## src/rtl/crypto_core_arbiter_if.sv

```systemverilog
// Request/grant/completion bundle between the requesters, the shared crypto core and the arbiter.
// The slave modport is the arbiter's view; the master modport is the requester/core side.
interface crypto_core_arbiter_if #(
    parameter int NUM_REQ = 4,
    parameter int ID_W    = 2
);
    logic [NUM_REQ-1:0] Req_in;
    logic [NUM_REQ-1:0] Grant_out;
    logic [ID_W-1:0]    Grant_id;
    logic [NUM_REQ-1:0] Done_out;
    logic               Core_start;
    logic               Core_done;
    logic               Busy;
    logic               Timeout_flag;

    modport slave (
        input  Req_in, Core_done,
        output Grant_out, Grant_id, Done_out, Core_start, Busy, Timeout_flag
    );

    modport master (
        output Req_in, Core_done,
        input  Grant_out, Grant_id, Done_out, Core_start, Busy, Timeout_flag
    );
endinterface

```

## src/rtl/crypto_core_arbiter.sv

```systemverilog
// Round-robin owner selection for one shared crypto core, sequencing start/done for the owner.
// Define CRYPTO_ARB_TIMEOUT_EN to add a RUN-state watchdog that aborts a hung operation.
module crypto_core_arbiter #(
    parameter int NUM_REQ        = 4,
    parameter int ID_W           = 2,
    parameter int TIMEOUT_CYCLES = 1024,
    parameter int CNT_W          = 16
) (
    input  logic                  CLK,
    input  logic                  RST,
    crypto_core_arbiter_if.slave  bus
);

    if (NUM_REQ < 2 || NUM_REQ > 8 || ID_W != $clog2(NUM_REQ) ||
        TIMEOUT_CYCLES < 1 || TIMEOUT_CYCLES >= (1 << CNT_W)) begin : g_bad_params
        $error("crypto_core_arbiter: illegal parameter combination");
    end

    typedef enum logic [1:0] {IDLE, GRANT, RUN, DONE} state_t;

    state_t             state_reg, state_next;
    logic [NUM_REQ-1:0] grant_reg, grant_next;
    logic [NUM_REQ-1:0] done_reg, done_next;
    logic [ID_W-1:0]    id_reg, id_next;
    logic [ID_W-1:0]    ptr_reg, ptr_next;
    logic               start_reg, start_next;
    logic               busy_reg, busy_next;

    logic               sel_found;
    logic [ID_W-1:0]    sel_idx;
    logic [ID_W-1:0]    scan_idx;
    logic [NUM_REQ-1:0] sel_onehot;

`ifdef CRYPTO_ARB_TIMEOUT_EN
    localparam logic [CNT_W-1:0] LIMIT = CNT_W'(TIMEOUT_CYCLES - 1);
    logic [CNT_W-1:0]   cnt_reg, cnt_next;
    logic               tflag_reg, tflag_next;
`endif

    // Scan from the highest offset down so the lowest offset from the pointer wins.
    always_comb begin
        sel_found = 1'b0;
        sel_idx   = '0;
        scan_idx  = '0;
        for (int k = NUM_REQ - 1; k >= 0; k--) begin
            if (int'(ptr_reg) + k >= NUM_REQ)
                scan_idx = ID_W'(int'(ptr_reg) + k - NUM_REQ);
            else
                scan_idx = ID_W'(int'(ptr_reg) + k);
            if (bus.Req_in[scan_idx]) begin
                sel_found = 1'b1;
                sel_idx   = scan_idx;
            end
        end
    end

    for (genvar gi = 0; gi < NUM_REQ; gi++) begin : g_sel_onehot
        assign sel_onehot[gi] = (sel_idx == ID_W'(gi));
    end

    always_comb begin
        state_next = state_reg;
        grant_next = grant_reg;
        id_next    = id_reg;
        done_next  = '0;
        start_next = 1'b0;
        busy_next  = busy_reg;
        ptr_next   = ptr_reg;
`ifdef CRYPTO_ARB_TIMEOUT_EN
        cnt_next   = cnt_reg;
        tflag_next = tflag_reg;
`endif
        case (state_reg)
            IDLE: begin
                if (sel_found) begin
                    grant_next = sel_onehot;
                    id_next    = sel_idx;
                    busy_next  = 1'b1;
                    start_next = 1'b1;
                    ptr_next   = (sel_idx == ID_W'(NUM_REQ - 1)) ? '0 : sel_idx + ID_W'(1);
                    state_next = GRANT;
`ifdef CRYPTO_ARB_TIMEOUT_EN
                    cnt_next   = '0;
                    tflag_next = 1'b0;
`endif
                end
            end
            GRANT: state_next = RUN;
            RUN: begin
                // A real completion on the limit edge beats the watchdog.
                if (bus.Core_done) begin
                    done_next  = grant_reg;
                    state_next = DONE;
                end
`ifdef CRYPTO_ARB_TIMEOUT_EN
                else if (cnt_reg == LIMIT) begin
                    done_next  = grant_reg;
                    tflag_next = 1'b1;
                    state_next = DONE;
                end else begin
                    cnt_next = cnt_reg + 1'b1;
                end
`endif
            end
            DONE: begin
                grant_next = '0;
                busy_next  = 1'b0;
                state_next = IDLE;
            end
            default: state_next = IDLE;
        endcase
    end

    always_ff @(posedge CLK or posedge RST) begin
        if (RST) begin
            state_reg <= IDLE;
            grant_reg <= '0;
            done_reg  <= '0;
            id_reg    <= '0;
            ptr_reg   <= '0;
            start_reg <= 1'b0;
            busy_reg  <= 1'b0;
`ifdef CRYPTO_ARB_TIMEOUT_EN
            cnt_reg   <= '0;
            tflag_reg <= 1'b0;
`endif
        end else begin
            state_reg <= state_next;
            grant_reg <= grant_next;
            done_reg  <= done_next;
            id_reg    <= id_next;
            ptr_reg   <= ptr_next;
            start_reg <= start_next;
            busy_reg  <= busy_next;
`ifdef CRYPTO_ARB_TIMEOUT_EN
            cnt_reg   <= cnt_next;
            tflag_reg <= tflag_next;
`endif
        end
    end

    assign bus.Grant_out  = grant_reg;
    assign bus.Grant_id   = id_reg;
    assign bus.Done_out   = done_reg;
    assign bus.Core_start = start_reg;
    assign bus.Busy       = busy_reg;
`ifdef CRYPTO_ARB_TIMEOUT_EN
    assign bus.Timeout_flag = tflag_reg;
`else
    assign bus.Timeout_flag = 1'b0;
`endif

endmodule
```

## src/flat_wrapper.sv

```systemverilog
// flat-port wrapper written by rule: the top's interface ports become plain ports
module crypto_core_arbiter_flat 
#(
    parameter int NUM_REQ        = 4,
    parameter int ID_W           = 2,
    parameter int TIMEOUT_CYCLES = 1024,
    parameter int CNT_W          = 16
)
  (CLK, RST, bus_Req_in, bus_Core_done, bus_Grant_out, bus_Grant_id, bus_Done_out, bus_Core_start, bus_Busy, bus_Timeout_flag);
  crypto_core_arbiter_if #(.NUM_REQ(NUM_REQ), .ID_W(ID_W)) bus_i ();
  input  logic CLK;
  input  logic RST;
  input wire logic [$bits(bus_i.Req_in)-1:0] bus_Req_in;
  input wire logic [$bits(bus_i.Core_done)-1:0] bus_Core_done;
  output wire logic [$bits(bus_i.Grant_out)-1:0] bus_Grant_out;
  output wire logic [$bits(bus_i.Grant_id)-1:0] bus_Grant_id;
  output wire logic [$bits(bus_i.Done_out)-1:0] bus_Done_out;
  output wire logic [$bits(bus_i.Core_start)-1:0] bus_Core_start;
  output wire logic [$bits(bus_i.Busy)-1:0] bus_Busy;
  output wire logic [$bits(bus_i.Timeout_flag)-1:0] bus_Timeout_flag;
  assign bus_i.Req_in = bus_Req_in;
  assign bus_i.Core_done = bus_Core_done;
  assign bus_Grant_out = bus_i.Grant_out;
  assign bus_Grant_id = bus_i.Grant_id;
  assign bus_Done_out = bus_i.Done_out;
  assign bus_Core_start = bus_i.Core_start;
  assign bus_Busy = bus_i.Busy;
  assign bus_Timeout_flag = bus_i.Timeout_flag;
  crypto_core_arbiter #(.NUM_REQ(NUM_REQ), .ID_W(ID_W), .TIMEOUT_CYCLES(TIMEOUT_CYCLES), .CNT_W(CNT_W)) u_core (.CLK(CLK), .RST(RST), .bus(bus_i));
endmodule
```

## config.mk

```make
export PLATFORM = sky130hd
export DESIGN_NAME = crypto_core_arbiter_flat
export DESIGN_NICKNAME = d
export VERILOG_FILES = /design/src/rtl/crypto_core_arbiter_if.sv /design/src/rtl/crypto_core_arbiter.sv /design/src/flat_wrapper.sv
export SDC_FILE = /design/constraint.sdc
export NUM_CORES = 1
export LEC_CHECK = 0
export CAP_MARGIN = 20
export CORE_MARGIN = 2
export CORE_UTILIZATION = 45
export CTS_CLUSTER_SIZE = 10
export DETAILED_ROUTE_END_ITERATION = 8
export GPL_TIMING_DRIVEN = 0
export PLACE_DENSITY = 0.82
export SKIP_CTS_REPAIR_TIMING = 1
export SLEW_MARGIN = 20
export SYNTH_ARGS = -nofsm -noshare
export SYNTH_HDL_FRONTEND = slang
export SYNTH_SLANG_ARGS = --single-unit
```

## constraint.sdc

```tcl
create_clock -name CLK -period 3.4 [get_ports CLK]
set_input_delay 1.02 -clock CLK [delete_from_list [all_inputs] [get_ports CLK]]
set_output_delay 1.02 -clock CLK [all_outputs]
set_load 0.02 [all_outputs]
```

==> out/metrics.yaml, run 1 <==
grtUsageMet2_pct: 27.9
synth_fp_nets: 97
diodes: 0
drt_wl_total_um: 1680
post-route-period-util_pct: 80.9
synth_flop_cell: "dfrtp_1"
finalSetupViolCount: 0
status: "completed"
yosysSeqAreaShare_pct: 44.6
drt_iter0_drc: 13
cts_max_level: 1
seq_power_share_pct: 33.8
use_met1_pct: 18.9
powerDensity_nw_per_um2: 813
die_h_um: 48.7
ys_types: 32
die_w_um: 48.7
critPathKind: "input port to flop"
yosys-top-cells-area: "dfrtp_1, ha_1, nor2b_1, o41ai_4, inv_1"
dp_cells: 127
gp_congestion: 0.803
synth_edf_count: 0
remaining_drc_errors: 0
firstDrtPassIters: 4
switchingPower_mw: 0.368
relSlewSlack_pct: 60.3
async_flop_share_pct: 100
syn2layout_area_growth_pct: 27.9
yosysMostFrequentCell: "dfrtp_1"
max_freq_mhz: 364
p_clk_share_pct: 13.4
port_buffers: 18
synth_cells: 82
maxSlewViolCount: 0
vias: 665
hpwlAfterDp_um: 1330
utilization_pct: 59.7
crit_fanout: 5
cts_tree: "done"
via_per_inst: 5.08
crit_path_end_kind: "flop"
track_usage_pct: 15.5
clock_sinks: 16
ys_ff_latch: 16
irDropWorstVdd_mv: 0.382
ios: 20
required_ps: 3570
cts_buffers: 3
fp.coreArea_sq_um: 1920
grt_pass1_vias: 678
start_kind: "input port"
hold_violations: 0
syn_avg_cell_area_sq_um: 10.9
hold_path.class: "flop to flop"
grt_pass1_wl_um: 2920
leakagePower_nw: 0.535
syn_area_sq_um: 897
rsz0062_at_grt: "no"
p_sw_share_pct: 39.4
drv_cap: 0
synth_top_cell_by_area: "dfrtp_1"
rows: 16
antenna_found_initial: 0
gr-total-overflow: 0
grt_start_max_net_pins: 17
internal_power_mw: 0.565
worst_pin_slew_ps: 595
synth_common_cells: "dfrtp_1, ha_1, inv_1"
nNetsFinal: 120
ant_nets: 0
design_power_total_mw: 0.933
start_util_pct: 46.7
fin_crit_ps: 2750
crit_arrival_ps: 2920
clkSlewWorstSetupHoldPaths_ps: 90
finalNonFillerCells: 131
ys.warnings.count: 0
grt_use_met3_pct: 2.78
clk_path_buf_depth: 2
clk_latency_ps: 290
cts_root_buffer: "clkbuf_4"
grt_busiest_layer: "met2"
whs_ps: 485
wl_per_cell_um: 12.8
skew_ps: 3.98
tns_ps: 0
synth.top_cell.area_share_pct: 44.6
layout-drive-gt1-share_pct: 11.5
comb_power_share_pct: 52.8
dieArea_sq_um: 2370
nFillCells: 173
power by group through the flow:
stage / registers [mW] / logic, mW / clock network (mW)
2_1_floorplan: 0.364 / 0.278 / 0
3_3_place_gp: 0.314 / 0.477 / 0
3_5_place_dp: 0.320 / 0.497 / 0
4_1_cts: 0.316 / 0.498 / 0.130
5_1_grt: 0.325 / 0.542 / 0.138
6_report: 0.316 / 0.492 / 0.125
layer usage:
metal  up-vias  wire [um]
met1       316        756
met3         2         57
met4         0         11
met5         -          0
met2        17        849
li1        330          -
final timing paths:
kind                                   startpoint  cells past startpoint                       to  slack (ps)
max                                 bus_Req_in[2]                      8  u_core.bus.Grant_out[0]         650
min reg2reg                u_core.bus.Grant_id[0]                      2   u_core.bus.Grant_id[0]         490
max reg2reg                     u_core.ptr_reg[1]                      7  u_core.bus.Grant_out[1]        1690
min                        u_core.bus.Grant_id[0]                      2   u_core.bus.Grant_id[0]         490
max in group asynchronous                     RST                      2        u_core.ptr_reg[0]        1910
min in group asynchronous                     RST                      2   u_core.bus.Done_out[3]        1100
layout by cell type, fill, tap and decap left out, types with 2 or more instances in the layout:
master	instances
a32o_1	2
a21oi_1	2
nor2_1	5
o21ai_0	2
nor2b_1	5
clkbuf_4	3
dfrtp_1	16
inv_1	7
ha_1	8
mux2i_1	2
nand2_1	6
and3_1	4
nand2b_1	3
clkdlybuf4s50_1	18
per-stage QoR:
step	setup WS [ps]	instance area, sq um
after CTS	651	1150
after global placement	398	1110
after global routing	547	1150
final	650	1150
after detailed placement	356	1110
after floorplan	1080	897
worst max-delay path: stages:
cell and delay, ps:
clkdlybuf4s50_1 550, nor2b_1 220, o21a_1 220, or3_1 390, ha_1 200, nor2b_1 120
mux2i_1 110, o21ai_0 80
area by class of cell:
class,count,area (sq um),area share (%)
Buffer,2,12.5,1.09
Clock buffer,4,36.3,3.16
Multi-Input combinational cell,57,458,39.9
Timing Repair Buffer,18,180,15.7
Sequential cell,16,400,34.9
Tap cell,27,33.8,2.94
Inverter,7,26.3,2.29
kinds of logic after synthesis:
group           synth area share (%)
flops                           44.6
fa+ha+maj                       11.2
mux                             5.16
other cells                    0.418
compound gates                  17.0
simple gates                    17.3
buf+inv                         4.32
No activity file was read; power rests on OpenSTA's default activity.
==> inputs of run 2 (changes only) <==
==> constraint.sdc (replaced) <==
create_clock -name CLK -period 2.6 [get_ports CLK]
set_input_delay 0.78 -clock CLK [delete_from_list [all_inputs] [get_ports CLK]]
set_output_delay 0.78 -clock CLK [all_outputs]
set_load 0.02 [all_outputs]
==> run 2 against run 1 <==
Hold slack is essentially flat. Critical path depth is the same. Global-route usage is the same. Clock power grew 31%. Via count shrank 0.15%. Non-clock buffer count is the same. Final area grew 0.22%. Highest routed layer unchanged. Clock-buffer cell count is the same. Largest power group unchanged. Largest cell class unchanged. Routed wire length grew 0.24%.
==> out/metrics.yaml, run 2 (synthesized netlist as in run 1, its figures left out) <==
layout-drive-gt1-share_pct: 11.5
clk_latency_ps: 290
via_per_inst: 5.07
dp_cells: 127
status: "completed"
wl_per_cell_um: 12.8
hold_path.class: "flop to flop"
irDropWorstVdd_mv: 0.501
rsz0062_at_grt: "no"
required_ps: 2770
maxSlewViolCount: 0
final_common_cell: "clkdlybuf4s50_1"
die_h_um: 48.7
powerDensity_nw_per_um2: 1060
min_from: "u_core.bus.Grant_id[0]"
start_kind: "input port"
worstRegToRegCells: 7
vias: 664
leakagePower_nw: 0.544
seq_area_sq_um: 400
gp_congestion: 0.803
crit_arrival_ps: 2650
whs_ps: 485
clkSlewWorstSetupHoldPaths_ps: 90
r2r-start: "u_core.ptr_reg[0]"
drt_wl_total_um: 1680
skew_ps: 3.70
rrSetupSlack_ps: 900
grt_pass1_vias: 678
cts_max_level: 1
nNetsFinal: 120
finalNonFillerCells: 131
critPathKind: "input port to flop"
cts_root_buffer: "clkbuf_4"
hold_depth: 2
grt_pass1_wl_um: 2920
cts_tree: "done"
multi_input_area_sq_um: 458
drt_iter0_drc: 13
final_cell_mix: "clkdlybuf4s50_1, dfrtp_1, ha_1, inv_1, nand2_1"
crit_path_end_kind: "flop"
fp.coreArea_sq_um: 1920
clock_sinks: 16
r2r_end: "u_core.bus.Grant_out[0]"
hold_end: "u_core.bus.Grant_id[0]"
finalSetupViolCount: 0
rows: 16
nFillCells: 172
diodes: 0
clk_path_buf_depth: 2
port_buffers: 18
drv_cap: 0
fin_crit_ps: 2480
gr-total-overflow: 0
hpwlAfterDp_um: 1330
post-route-period-util_pct: 95.3
cts_buffers: 3
start_util_pct: 46.7
track_usage_pct: 15.5
ios: 20
syn2layout_area_growth_pct: 28.2
worst_pin_slew_ps: 595
relSlewSlack_pct: 60.3
grt_start_max_net_pins: 17
ant_nets: 0
crit_fanout: 5
remaining_drc_errors: 0
firstDrtPassIters: 4
antenna_found_initial: 0
max_freq_mhz: 404
dieArea_sq_um: 2370
die_w_um: 48.7
hold_violations: 0
-- run 2: worst max-delay path by stage --
stage	startpoint	to	cells past startpoint
floorplan	bus_Req_in[2]	u_core.bus.Grant_out[0]	7
global placement	bus_Req_in[2]	u_core.bus.Grant_out[0]	8
detailed placement	bus_Req_in[2]	u_core.bus.Grant_out[0]	8
CTS	bus_Req_in[2]	u_core.bus.Grant_out[0]	8
global route	bus_Req_in[3]	u_core.bus.Grant_out[0]	8
finish	bus_Req_in[0]	u_core.bus.Grant_out[0]	8
-- run 2: layout make-up --
| cell class | count | area share [%] |
|---|---|---|
| plain buffers | 2 | 1.09 |
| clock buffers | 4 | 3.16 |
| repair buffers | 18 | 15.9 |
| multi-input cells | 57 | 39.8 |
| well taps | 27 | 2.94 |
| inverters | 7 | 2.29 |
| flip-flops and latches | 16 | 34.8 |
-- run 2: power breakdown --
group          internal (mW)  leakage (nW)  total, mW  switching (mW)
clock                 0.0853        0.0210      0.164          0.0786
combinational          0.311         0.317      0.643           0.332
sequential             0.343         0.205      0.414          0.0707
-- run 2: worst max-delay path: stages --
cell             delay, ps
clkdlybuf4s50_1        550
nor2b_1                200
o21a_1                 210
or3_1                  390
ha_1                   200
nor2b_1                120
mux2i_1                110
o21ai_0                 80
-- run 2: metrics by stage --
step	util, %	instance area [sq um]	worst slack (ps)	TNS [ps]	total power, mW
after floorplan	-	897	519	0	0.840
after global placement	57.8	1110	-162	-374	1.03
after detailed placement	57.8	1110	-204	-550	1.07
after CTS	59.7	1150	90.8	0	1.23
after global routing	59.8	1150	21.6	0	1.31
final	59.8	1150	122	0	1.22
-- run 2: per-layer routing --
layer | GRT usage, % | vias up | wire length (um)
met5 | 0 | - | 0
met4 | 4.29 | 0 | 11
li1 | - | 328 | -
met3 | 2.78 | 2 | 45
met1 | 18.9 | 321 | 761
met2 | 27.9 | 13 | 860
